File: src/rtl/tl_ul_mem_responder.sv
// TileLink-UL single-beat responder bridging A/D channels onto a fixed-latency SRAM-style port.
// Latency: A fire in cycle N, mem_req in N+1, d_valid in N+2; one request outstanding (3 cycles min per txn).
// Backpressure: a_ready low outside IDLE; d_ready low holds the response and its fields stable indefinitely.
// Optional build macro TL_RESP_ERR_CHECK_EN: flags bad opcode/size/alignment as d_error with no memory access.
module tl_ul_mem_responder #(
    parameter int ADDR_W   = 26,
    parameter int DATA_W   = 32,
    parameter int SOURCE_W = 3,
    parameter int SIZE_W   = 3
) (
    input  logic                clock,
    input  logic                reset,
    input  logic                a_valid,
    output logic                a_ready,
    input  logic [2:0]          a_opcode,
    input  logic [2:0]          a_param,
    input  logic [SIZE_W-1:0]   a_size,
    input  logic [SOURCE_W-1:0] a_source,
    input  logic [ADDR_W-1:0]   a_address,
    input  logic [3:0]          a_mask,
    input  logic [DATA_W-1:0]   a_data,
    output logic                d_valid,
    input  logic                d_ready,
    output logic [2:0]          d_opcode,
    output logic [1:0]          d_param,
    output logic [SIZE_W-1:0]   d_size,
    output logic [SOURCE_W-1:0] d_source,
    output logic [DATA_W-1:0]   d_data,
    output logic                d_error,
    output logic                mem_req,
    output logic                mem_we,
    output logic [ADDR_W-3:0]   mem_addr,
    output logic [3:0]          mem_wmask,
    output logic [DATA_W-1:0]   mem_wdata,
    input  logic [DATA_W-1:0]   mem_rdata
);

    typedef enum logic [1:0] {IDLE, ACCESS, RESP} state_t;

    state_t              state, state_nx;
    logic [2:0]          req_opcode;
    logic [SIZE_W-1:0]   req_size;
    logic [SOURCE_W-1:0] req_source;
    logic [ADDR_W-3:0]   req_addr;
    logic [3:0]          req_mask;
    logic [DATA_W-1:0]   req_data;
    logic                req_err;
    logic                resp_first;
    logic [DATA_W-1:0]   d_data_q;
    logic                a_fire;
    logic                req_is_put;
    logic                req_is_get;
    logic                unused_ok;

    assign unused_ok  = ^{a_param, a_address[1:0]};
    assign a_ready    = (state == IDLE) && !reset;
    assign a_fire     = a_valid && a_ready;
    assign req_is_put = (req_opcode == 3'd0) || (req_opcode == 3'd1);

`ifdef TL_RESP_ERR_CHECK_EN
    logic       a_err;
    logic [1:0] align_mask;

    // Classify the incoming request: unsupported opcode, oversize, or misaligned.
    always_comb begin
        align_mask = 2'b11;
        if (a_size == SIZE_W'(0)) align_mask = 2'b00;
        else if (a_size == SIZE_W'(1)) align_mask = 2'b01;
        a_err = !((a_opcode == 3'd0) || (a_opcode == 3'd1) || (a_opcode == 3'd4))
                || (a_size > SIZE_W'(2))
                || ((a_address[1:0] & align_mask) != 2'b00);
    end

    // Error flag travels with the latched request.
    always_ff @(posedge clock) begin
        if (reset)       req_err <= 1'b0;
        else if (a_fire) req_err <= a_err;
    end

    assign req_is_get = (req_opcode == 3'd4);
    assign d_error    = req_err;
`else
    // Without checking, anything that is not a Put is carried out as a Get.
    assign req_err    = 1'b0;
    assign req_is_get = !req_is_put;
    assign d_error    = 1'b0;
`endif

    // State register; reset drops any in-flight request.
    always_ff @(posedge clock) begin
        if (reset) state <= IDLE;
        else       state <= state_nx;
    end

    // Next-state: IDLE -> ACCESS on A fire, ACCESS lasts one cycle, RESP until D fire.
    always_comb begin
        state_nx = state;
        case (state)
            IDLE:    if (a_fire) state_nx = ACCESS;
            ACCESS:  state_nx = RESP;
            RESP:    if (d_ready) state_nx = IDLE;
            default: state_nx = IDLE;
        endcase
    end

    // Request register loads only in IDLE, so D fields stay stable through RESP.
    always_ff @(posedge clock) begin
        if (reset) begin
            req_opcode <= '0;
            req_size   <= '0;
            req_source <= '0;
            req_addr   <= '0;
            req_mask   <= '0;
            req_data   <= '0;
        end else if (a_fire) begin
            req_opcode <= a_opcode;
            req_size   <= a_size;
            req_source <= a_source;
            req_addr   <= a_address[ADDR_W-1:2];
            req_mask   <= a_mask;
            req_data   <= a_data;
        end
    end

    // Read data arrives in the first RESP cycle; hold it so a stalled response never resamples.
    always_ff @(posedge clock) begin
        if (reset) begin
            resp_first <= 1'b0;
            d_data_q   <= '0;
        end else begin
            resp_first <= (state == ACCESS);
            if (resp_first) d_data_q <= d_data;
        end
    end

    // D-channel outputs; data is zero for writes, errors and outside RESP.
    always_comb begin
        d_data = '0;
        if (state == RESP) begin
            if (!resp_first)                   d_data = d_data_q;
            else if (req_is_get && !req_err)   d_data = mem_rdata;
        end
    end

    assign d_valid   = (state == RESP);
    assign d_opcode  = {2'b00, req_is_get};
    assign d_param   = 2'b00;
    assign d_size    = req_size;
    assign d_source  = req_source;

    assign mem_req   = (state == ACCESS) && !req_err;
    assign mem_we    = mem_req && req_is_put;
    assign mem_addr  = req_addr;
    assign mem_wmask = req_is_put ? req_mask : 4'h0;
    assign mem_wdata = req_data;

endmodule

File: config.mk
export PLATFORM = sky130hd
export DESIGN_NAME = tl_ul_mem_responder
export DESIGN_NICKNAME = d
export VERILOG_FILES = /design/src/rtl/tl_ul_mem_responder.sv
export SDC_FILE = /design/constraint.sdc
export NUM_CORES = 1
export LEC_CHECK = 0
export ABC_AREA = 0
export CAP_MARGIN = 10
export CORE_MARGIN = 2
export CORE_UTILIZATION = 42
export DETAILED_ROUTE_END_ITERATION = 6
export PLACE_DENSITY = 0.85
export SETUP_SLACK_MARGIN = 0.1
export SLEW_MARGIN = 10
export SYNTH_ARGS = -nofsm -noshare
export SYNTH_HDL_FRONTEND = slang
export SYNTH_SLANG_ARGS = --single-unit
export TNS_END_PERCENT = 100
File: constraint.sdc
create_clock -name clock -period 2.1 [get_ports clock]
set_input_delay 0.315 -clock clock [delete_from_list [all_inputs] [get_ports clock]]
set_output_delay 0.315 -clock clock [all_outputs]
set_load 0.01 [all_outputs]
==> results.md <==
- CTS tree: yes
- Peak VDD IR: about 0.42 mV
- Die height: around 110 um
- Synth Warn #: 0
- Main combinational cell family by area after synthesis: simple AND/OR/NAND/NOR gates
- CP Max Fanout: 23
- Max Freq: between 0.5 and 0.6 GHz
- Gr usage total: between 20% and 30%
- Initial antenna violation count: 0
- Total power: 4590 uW
- Final Hold Fails: 0
- Hold EP: d_data_q[12]
- Slew Limit Fails: 0
- Synth Instances: 470
- RR Startpoint: state[1]
- Die X: ~110 um
- Logic pwr share: approximately a fifth
- Via Count: 4200
- Most common cell after layout, fill and taps aside: clkdlybuf4s50_1
- # DRC: 0
- Distinct cells, synth: 22
- Critical Path Slowest Stage Cell: clkdlybuf4s50_1
- Placed cell area: between 6000 and 7000 um^2
- Total of max-cap violations: 0
- Relative slew slack: 66.3%
- HP Class: flop to flop
- Yosys reg bits: 103
- Simple-gate share of the synthesized area: between 20% and 30%
- Cell area after layout: ~7200 um^2
- WP data arrival: about 1600 ps
- Reg-to-reg critical path endpoint: mem_addr[10]
- Share of cells above drive strength 1: 15.7%
- Dpl hpwl: ~8900 um
- Leak: ~0.0028 uW
- Fin Clk Skew: 13.5 ps
- Routed WL: roughly 13000 um
- Psw: between 1000 and 1500 uW
- Diode count: 0
- Post-Syn Area: 4770 um^2
- Area growth, synth to finish: 51.5%
- Post-synthesis xor/xnor area fraction: 0%
- Switching Fraction: 24.8%
- Core Util, Final: roughly two thirds
- Status: completed
- R2R setup slack: 280 ps
- Period minus WS final: 1950 ps
- First-pass iteration count of the detailed router: 5
- Starting density of the core: 43.4%
- Adder-Cell Fraction of Synth Area: 0%
- Final TNS setup: 0 ps
- GRT overflow: 0
- RSZ-0062 raised after global routing: yes
- Startpoint type of the worst setup path: flop
- R2R depth: 4
- Register area share after synthesis: between 40% and 50%
- Clk buf depth: 2
- Die Area: 12200 um^2
- Compound-gate portion of the synthesized area: about a tenth
- Input/output buffers: 206
- Commonest non-fill, non-tap cells in the layout: clkdlybuf4s50_1 (171), dfxtp_1 (102), nor2b_1 (68)
- Crit-path leading delay family: buffers and inverters
- DRT iter0 DRCs: ~230
- # setup viols final: 0
- Int Power: around 3500 uW
- Pwr/cell area: roughly 630 nW/um^2
- Wire length per cell: 16.7 um
- # fillers: 851
- Clk sinks: about 100
- First-pass GRT wire length: roughly 21000 um
- Hold Path Stages: 2
- TritonCTS Buffers: 9
- Rows: 38
- Largest net degree at the start of global routing: around 140
- Clock group share of total power: 33.8%
- Kind of critical path: flop to primary output
- H-tree Lvls: 3
- CP required: roughly 1800 ps
- CP cell instances: buf_8, nand2b_4, inv_1, clkdlybuf4s50_1
- Core Region: 11000 um^2
- Post-synthesis mux area share: between 15 and 20%
- CTS clk-pin slew, worst paths: approximately 70 ps
- Worst Setup End Kind: primary output
- Ports: 218
- Vias in the first global route: between 4000 and 5000
- Gpl congestion: about 0.71
- CTS root buf: clkbuf_16
- Fin nets: ~760
- Vias per cell: approximately 5.3
- CP peak stage delay: a little under 500 ps
- Worst-skew pair later-pin latency: 340 ps
- Seq pwr share: about 46%
- Worst-Margin Slew: approximately 510 ps
- Post-CTS Setup Bufs: 0
- Worst Hold Launch: d_data_q[12]
- WP buf/inv: 3
- Syn avg cell area: ~10 um^2
- Period utilization: just over 90%
- Hold slack final: 505 ps
- Antenna-violating nets left: 0
-- flip-flops by register name (all words and copies together) (netlist names) --
register and flops:
mem_addr 24, state 2, req_mask 4, d_size 3, d_data_q 32, req_opcode 2, mem_wdata 32, resp_first 1
d_source 3
-- routing by layer --
layer / up-vias / share of wire (%) / global-route usage (%)
li1: 1999 / - / -
met5: - / 0 / 0
met4: 0 / 1.7 / 6.92
met2: 178 / 50 / 34.5
met1: 2007 / 39 / 24.1
met3: 16 / 9.6 / 8.62
-- final cells by class --
type                       count  area [um^2]  area share [%]
clock buffer                  10          229            3.17
clock inverter                 6         45.0           0.623
inverter                       4         15.0           0.208
sequential                   103         2060            28.5
multi-input combinational    315         2490            34.4
timing repair buffer         218         2210            30.6
tap                          140          175            2.42
-- per-stage QoR --
| step | std cells | worst slack [ps] |
|---|---|---|
| final | 796 | 149 |
| after global routing | 796 | 83.1 |
| after CTS | 795 | 61.1 |
| after detailed placement | 778 | 122 |
| after global placement | 778 | 138 |
| after floorplan | 474 | 324 |
-- logic make-up after synthesis --
kind of cell | after synthesis
and+or+nand+nor | 176
DFF | 103
muxes | 68
AOI/OAI and AO/OA | 66
buffers and inverters | 56
other | 1
-- cell usage after synthesis --
master | instances | area (um^2)
dfxtp_1 | 103 | 2060
nor2b_1 | 68 | 425
nand2b_1 | 66 | 413
mux2_2 | 59 | 664
clkbuf_1 | 33 | 124
nand3b_1 | 32 | 240
o22ai_1 | 32 | 200
o32ai_1 | 32 | 280
mux2_4 | 9 | 135
buf_2 | 6 | 30.0
buf_4 | 6 | 45.0
and2_1 | 4 | 25.0
buf_6 | 4 | 45.0
inv_1 | 4 | 15.0
buf_1 | 3 | 11.3
nor2_1 | 2 | 7.51
nor3_1 | 2 | 10.0
a21oi_1 | 1 | 5.00
conb_1 | 1 | 3.75
o21ai_1 | 1 | 5.00
or3b_2 | 1 | 8.76
or4b_4 | 1 | 13.8
-- worst reg2reg max path, delay by kind of cell (launching register included) --
| family | cells | cell delay (ps) |
|---|---|---|
| AND/OR/NAND/NOR | 1 | 560 |
| multiplexers | 1 | 380 |
| flip-flops | 1 | 350 |
| buffers and inverters | 2 | 430 |
-- power by group through the flow --
stage | sequential (uW) | clock [uW] | combinational, uW
after floorplan | 2200 | 0 | 370
after global placement | 2160 | 0 | 877
after detailed placement | 2160 | 0 | 900
after CTS | 2120 | 1590 | 908
after global routing | 2130 | 1670 | 976
final | 2120 | 1550 | 915
-- how the worst max path moves through the flow --
stage             start           end  depth (start not counted)
6_report       state[1]       mem_req                          4
5_1_grt        state[1]       mem_req                          4
4_1_cts        state[0]       mem_req                          4
3_5_place_dp    a_valid   mem_addr[2]                          4
3_3_place_gp    a_valid   mem_addr[5]                          4
2_1_floorplan     reset  mem_addr[10]                          6
-- what timing repair did --
action                                  in CTS  in global routing
hold buffers                                 0                  0
gates resized for setup                     37                  6
cloned                                       1                  1
endpoints found under the setup margin      35                  6
Note: power is estimated with default switching activity, not from simulation.
